## src/rtl/elementwise_pkg.sv

```systemverilog
// Shared types and constants for the elementwise multiplier controller.
package elementwise_pkg;

    localparam int ELEM_W = 8;
    localparam int N_ELEM = 16;
    localparam int DATA_W = ELEM_W * N_ELEM;
    localparam int CNT_W  = 4;

    typedef enum logic [1:0] {
        IDLE,
        WAIT,
        DONE
    } ew_state_t;

endpackage

```

## src/rtl/elementwise_mul_ctrl_rr_arb2.sv

```systemverilog
// Two-input round-robin arbiter; the last-grant pointer is held by the caller.
module rr_arb2 (
    input  logic [1:0] valid_i,
    input  logic       last_i,
    output logic [1:0] gnt_o,
    output logic       gnt_idx_o
);
    import elementwise_pkg::*;

    always_comb begin
        gnt_idx_o = 1'b0;
        // On contention the requester not served last wins.
        if (&valid_i) begin
            gnt_idx_o = ~last_i;
        end else if (valid_i[1]) begin
            gnt_idx_o = 1'b1;
        end
        gnt_o = valid_i & (gnt_idx_o ? 2'b10 : 2'b01);
    end

endmodule

```

## src/rtl/elementwise_mul_ctrl.sv

```systemverilog
// Sequencer/arbiter feeding the shared 4x4 int8 elementwise multiplier.
// Optional completed-job counter: define ELEMWISE_CTRL_PERF_EN.
module elementwise_mul_ctrl #(
    parameter int MUL_LAT = 1,
    parameter int DATA_W  = 128
) (
    input  logic              clk,
    input  logic              rst,
    input  logic              req0_valid,
    output logic              req0_ready,
    input  logic [DATA_W-1:0] req0_u,
    input  logic [DATA_W-1:0] req0_v,
    input  logic              req1_valid,
    output logic              req1_ready,
    input  logic [DATA_W-1:0] req1_u,
    input  logic [DATA_W-1:0] req1_v,
    output logic [DATA_W-1:0] mul_u,
    output logic [DATA_W-1:0] mul_v,
    input  logic [DATA_W-1:0] mul_m,
    output logic              res_valid,
    input  logic              res_ready,
    output logic [DATA_W-1:0] res_m,
    output logic              res_id,
`ifdef ELEMWISE_CTRL_PERF_EN
    output logic              busy,
    output logic [15:0]       perf_jobs
`else
    output logic              busy
`endif
);
    import elementwise_pkg::*;

    ew_state_t         state_q, state_d;
    logic [CNT_W-1:0]  cnt_q, cnt_d;
    logic [DATA_W-1:0] mu_q, mu_d, mv_q, mv_d, rm_q, rm_d;
    logic              id_q, id_d, rid_q, rid_d, rv_q, rv_d, last_q, last_d;
    logic [1:0]        gnt;
    logic              gnt_idx;
    logic              acc;
    logic              res_hs;

    rr_arb2 u_arb (
        .valid_i   ({req1_valid, req0_valid}),
        .last_i    (last_q),
        .gnt_o     (gnt),
        .gnt_idx_o (gnt_idx)
    );

    // Grants are already qualified by valid, so ready implies a handshake.
    assign req0_ready = (state_q == IDLE) & gnt[0];
    assign req1_ready = (state_q == IDLE) & gnt[1];
    assign acc        = req0_ready | req1_ready;
    assign res_hs     = rv_q & res_ready;

    assign mul_u     = mu_q;
    assign mul_v     = mv_q;
    assign res_m     = rm_q;
    assign res_id    = rid_q;
    assign res_valid = rv_q;
    assign busy      = (state_q != IDLE);

    always_comb begin
        state_d = state_q;
        cnt_d   = cnt_q;
        mu_d    = mu_q;
        mv_d    = mv_q;
        id_d    = id_q;
        rm_d    = rm_q;
        rid_d   = rid_q;
        rv_d    = rv_q;
        last_d  = last_q;
        case (state_q)
            IDLE: begin
                if (acc) begin
                    mu_d    = gnt_idx ? req1_u : req0_u;
                    mv_d    = gnt_idx ? req1_v : req0_v;
                    id_d    = gnt_idx;
                    cnt_d   = CNT_W'(MUL_LAT);
                    state_d = WAIT;
                end
            end
            WAIT: begin
                if (cnt_q != '0) begin
                    cnt_d = cnt_q - 1'b1;
                end else begin
                    rm_d    = mul_m;
                    rid_d   = id_q;
                    rv_d    = 1'b1;
                    mu_d    = '0;
                    mv_d    = '0;
                    state_d = DONE;
                end
            end
            DONE: begin
                if (res_hs) begin
                    rv_d    = 1'b0;
                    last_d  = rid_q;
                    state_d = IDLE;
                end
            end
            default: state_d = IDLE;
        endcase
    end

    // Pointer resets to 1 so requester 0 wins the first contention.
    always_ff @(posedge clk) begin
        if (rst) begin
            state_q <= IDLE;
            cnt_q   <= '0;
            mu_q    <= '0;
            mv_q    <= '0;
            id_q    <= 1'b0;
            rm_q    <= '0;
            rid_q   <= 1'b0;
            rv_q    <= 1'b0;
            last_q  <= 1'b1;
        end else begin
            state_q <= state_d;
            cnt_q   <= cnt_d;
            mu_q    <= mu_d;
            mv_q    <= mv_d;
            id_q    <= id_d;
            rm_q    <= rm_d;
            rid_q   <= rid_d;
            rv_q    <= rv_d;
            last_q  <= last_d;
        end
    end

`ifdef ELEMWISE_CTRL_PERF_EN
    logic [15:0] perf_q;

    always_ff @(posedge clk) begin
        if (rst) begin
            perf_q <= '0;
        end else if (res_hs) begin
            perf_q <= perf_q + 16'd1;
        end
    end

    assign perf_jobs = perf_q;
`endif

endmodule

```

## config.mk

```make
export PLATFORM = sky130hd
export DESIGN_NAME = elementwise_mul_ctrl
export DESIGN_NICKNAME = d
export VERILOG_FILES = /design/src/rtl/elementwise_pkg.sv /design/src/rtl/elementwise_mul_ctrl_rr_arb2.sv /design/src/rtl/elementwise_mul_ctrl.sv
export SDC_FILE = /design/constraint.sdc
export NUM_CORES = 1
export LEC_CHECK = 0
export ABC_AREA = 0
export CORE_AREA = 2 2 402 404
export CTS_BUF_LIST = sky130_fd_sc_hd__clkbuf_2 sky130_fd_sc_hd__clkbuf_4 sky130_fd_sc_hd__clkbuf_8
export DETAILED_ROUTE_END_ITERATION = 10
export DIE_AREA = 0 0 404 406
export GPL_TIMING_DRIVEN = 0
export PLACE_DENSITY = 0.3
export SETUP_SLACK_MARGIN = 0.15
export SYNTH_ARGS = -nofsm -noshare
export SYNTH_HDL_FRONTEND = slang
export SYNTH_SLANG_ARGS = --single-unit
export TNS_END_PERCENT = 50
```

## constraint.sdc

```tcl
create_clock -name clk -period 5.75 [get_ports clk]
set_clock_uncertainty 0.15 [all_clocks]
set_input_delay 1.15 -clock clk [delete_from_list [all_inputs] [get_ports clk]]
set_output_delay 1.15 -clock clk [all_outputs]
set_load 0.01 [all_outputs]
```

; Word-level counts from Yosys, hierarchy flattened
; Index checks and enable logic that the tools add are counted.
[classes]
n_addsub = 1
n_eq_ne = 6
muxes = 20
bitwise_logic = 7
reduce_logical = 13
[op_table]
columns = operator, n
row1 = $mux W128, 5
row2 = $pmux W128 S2, 2
row3 = $reduce_and A3 Y1, 4
row4 = $mux W2, 4
row5 = $mux W4, 2
row6 = $ne A2 B2 Y1 const B, 4
row7 = $pmux W4 S2, 1
row8 = $reduce_and A2 Y1, 4
row9 = $pmux W2 S3, 1
row10 = $reduce_bool A2 Y1, 3
row11 = $mux W1, 4
row12 = $reduce_bool A4 Y1, 1
row13 = $sub A4 B1 Y4 const B, 1
row14 = $and A1 B1 Y1, 3
row15 = $and A2 B2 Y2, 1
row16 = $eq A2 B1 Y1 const B, 1
row17 = $eq A2 B2 Y1 const B, 1
row18 = $logic_not A2 Y1, 1
row19 = $not A1 Y1, 2
row20 = $pmux W1 S2, 1
row21 = $or A1 B1 Y1, 1
[word_totals]
ff_bits = 394
in_bits = 645
word_cells = 56

; Longest topological paths before layout
[depth]
word_depth = 8
mapped_depth = 8
mapped_depth_nobuf = 5

; By module
; Synthesis repeated with hierarchy kept, for this count alone.
[hier_totals]
cells_unflattened = 1871
hier_area_um2 = 18028.5
[by_module_without_submodules]
columns = mod, n_inst, cells_each, area_per_inst_um2
row1 = elementwise_mul_ctrl, 1, 1867, 18002.3
row2 = rr_arb2, 1, 4, 26.3

; Worst setup path before layout
; No wires, ideal clock.
[synth_path]
path_type = input-to-output
start = input port req1_valid
end = output port req1_ready
arrival_ps = 2014
required_time_ps = 4450
path_slack_ps = 2436
cell_stages = 5
path_buffers = 3
path_cell_list = a21boi_0 buf_2 buf_4 buf_4 and2_1
[synth_between]
elab_chain_len = 5
[synth_lines]
columns = element, line
row1 = from (decl), elementwise_mul_ctrl.sv:13  ; input logic req1_valid,
row2 = $mux W1 or $reduce_and A2 Y1 (tied branches), "elementwise_mul_ctrl_rr_arb2.sv:15, elementwise_mul_ctrl_rr_arb2.sv:13"
row3 = $mux W1, elementwise_mul_ctrl_rr_arb2.sv:13  ; if (&valid_i) begin
row4 = $mux W2, elementwise_mul_ctrl_rr_arb2.sv:18  ; gnt_o = valid_i & (gnt_idx_o ? 2'b10 : 2'b01);
row5 = $and A2 B2 Y2 (*), elementwise_mul_ctrl_rr_arb2.sv:18
row6 = $and A1 B1 Y1 (*), elementwise_mul_ctrl.sv:51  ; assign req1_ready = (state_q == IDLE) & gnt[1];
row7 = to (decl), elementwise_mul_ctrl.sv:14  ; output logic req1_ready,
; Every way passes the cells marked *; elsewhere a longest branch is shown, timed or not.

; Worst setup path after layout
; Same ends and word-level chain as after synthesis.

==> results.json <==
{
  "dieArea_um2": 164000,
  "startpoint_type": "input port",
  "slowest_delay_ns": 0.54,
  "port_buffers": 1033,
  "status": "completed",
  "crit_path_top_delay_cell": "clkdlybuf4s50_1",
  "grt_max_degree": 14,
  "worstRegToRegCells": 5,
  "seq_area_frac_synth": 0.460,
  "grt_pass1_vias": 20216,
  "fin_nets": 3584,
  "r2r_end": "mul_u[103]",
  "grt_overflow": 0,
  "cts_root_buffer": "clkbuf_8",
  "clock_path_buffers": 3,
  "critPathKind": "input port to output port",
  "min_path_cells": 2,
  "cts_tree": "yes",
  "clock_latency_ns": 0.77,
  "die_height_um": 406,
  "peakVddDrop_mv": 0.146,
  "core_um2": 160000,
  "max_cap_violations": 0,
  "tns_ns": 0,
  "grt_pass1_wl_mm": 179,
  "post_drt_wl_per_cell_um": 27.0,
  "grt_util_all_layers": 0.161,
  "vias": 19482,
  "ys_seq_elements": 394,
  "synth_area_um2": 17200,
  "rsz0062_at_grt": "false",
  "yosysWarnings": 0,
  "syn_inst": 1815,
  "antenna_found_initial": 72,
  "hold_slack_ns": 0.312,
  "period_needed_ns": 4.89,
  "worstPathMaxFanout": 10,
  "ys_types": 41,
  "whs_endpoint": "mul_u[86]",
  "vias_per_cell": 3.81,
  "slew_headroom": 0.213,
  "h-tree-depth": 3,
  "initial_utilization": 0.108,
  "slew_violations": 0,
  "path_buf_inv": 5,
  "fmaxAchievable_mhz": 205,
  "p_per_area_nw_per_um2": 354,
  "required_ns": 4.45,
  "hold_buffers": 0,
  "postRouteAntennaNets": 0,
  "ioPinCount": 1034,
  "hold_path.startpoint": "mul_u[86]",
  "cts_sinks": 394,
  "numCtsBuffers": 87,
  "worstMarginPinSlew_ns": 1.18,
  "hold_viol": 0,
  "drive_gt1_frac": 0.100,
  "worstPathArrival_ns": 3.59,
  "synth_ff_type": "dfxtp_1",
  "path_clk_slew_ns": 0.05,
  "syn_nets": 2462,
  "r2r_slack_ns": 2.88,
  "routed_wl_mm": 138,
  "first_pass_iters": 7,
  "die_w_um": 404,
  "std_cell_rows": 147,
  "cp_top_family": "buffers and inverters",
  "final_util": 0.201,
  "p_leak_uw": 0.0108,
  "crit_chain": "clkdlybuf4s50_1 -> a21boi_0 -> buf_2 -> buf_4 -> buf_4 -> and2_1 -> clkdlybuf4s50_1",
  "layout_commonest_cell": "clkdlybuf4s50_1",
  "hp-class": "flip-flop to flip-flop",
  "drcViolationCount": 0,
  "syn_area_per_cell_um2": 9.46,
  "dp_hpwl_mm": 113,
  "endpoint_kind": "output port",
  "final_cell_mix": "clkdlybuf4s50_1 (1033), dfxtp_1 (394), nand2_1 (262)",
  "synth-edff-count": 0,
  "post-cts-setup-buffer-count": 0,
  "synthArstFlopShare": 0,
  "area_growth_pct": 86.8,
  "setup_viol": 0,
  "drt_iter0_markers": 902,
  "r2r_start": "last_q",
  "place.gp.congestion": 0.789,
  "period_share": 0.850,
  "cts_resized": 0
}
==> worst register-to-register path: cells and delay by family (launching register included) <==
kind | cells | cell delay [ns]
DFF | 1 | 0.31
muxes | 1 | 0.93
buffers and inverters | 2 | 0.97
AOI/OAI and AO/OA | 2 | 0.36
==> cells by family (layout without fill, tap and decap cells) <==
family | Yosys count | after routing | synth area share
flip-flops | 394 | 394 | 0.460
AND/OR/NAND/NOR | 415 | 415 | 0.105
other | 0 | 35 | 0
buffers and inverters | 221 | 1404 | 0.0729
adder cells (fa/ha/maj) | 2 | 2 | 0.00146
AO/OA/AOI/OAI | 526 | 526 | 0.211
multiplexers | 257 | 257 | 0.150
==> power breakdown <==
group          total (µW)  switching [µW]  internal [µW]
registers            3500             292           3210
logic                4390            2580           1800
clock network        3470            1510           1960
==> how the worst max path moves through the flow <==
stage / end / start / cells past startpoint
floorplan: req1_ready / req1_valid / 5
global placement: req1_ready / req1_valid / 7
detailed placement: req1_ready / req1_valid / 7
CTS: req1_ready / req1_valid / 7
global route: req1_ready / req1_valid / 7
finish: req1_ready / req1_valid / 7
==> synthesized netlist by cell type, types with 6 or more instances <==
| library cell | instances | area [µm²] |
|---|---|---|
| clkbuf_1 | 73 | 274 |
| buf_4 | 30 | 225 |
| mux2i_1 | 257 | 2570 |
| dfxtp_1 | 394 | 7890 |
| nand3_1 | 130 | 651 |
| o21ai_0 | 130 | 651 |
| o32ai_1 | 256 | 2240 |
| buf_2 | 85 | 425 |
| nor2_1 | 6 | 22.5 |
| nand2_1 | 262 | 983 |
| a21oi_1 | 131 | 656 |
| buf_6 | 24 | 270 |
==> layer usage <==
metal / share of wire / GRT usage / routed length (µm) / up-vias
li1: - / - / - / 9106
met1: 0.39 / 0.180 / 53800 / 9350
met2: 0.49 / 0.276 / 68400 / 760
met3: 0.081 / 0.0582 / 11100 / 232
met4: 0.035 / 0.0641 / 4780 / 34
met5: 0.0016 / 0.000892 / 218 / -
==> cell type report <==
cell class / count / area, µm²
antenna: 35 / 87.6
buffer: 217 / 1240
clock buffer: 137 / 1700
clock inverter: 13 / 164
fill: 17722 / 128000
inverter: 4 / 15.0
multi-input combinational: 1200 / 8020
sequential: 394 / 7890
tap: 2086 / 2610
timing repair buffer: 1033 / 10300
==> per-stage QoR <==
step / std cells / setup WS, ns / power, µW / area, µm²
2_1_floorplan: 1815 / 2.44 / 5240 / 17200
3_3_place_gp: 4934 / 0.756 / 8070 / 30100
3_5_place_dp: 4934 / 0.742 / 8050 / 30100
4_1_cts: 5084 / 0.733 / 11700 / 32000
5_1_grt: 5101 / 0.714 / 12000 / 32000
6_report: 5119 / 0.862 / 11400 / 32100
==> flip-flops by register name, indices dropped and copies added, names as in the netlist, 2 cells and up <==
signal / cells
cnt_q: 4
state_q: 2
mul_v: 128
res_m: 128
mul_u: 128
Power figures use the tool's default switching activity.
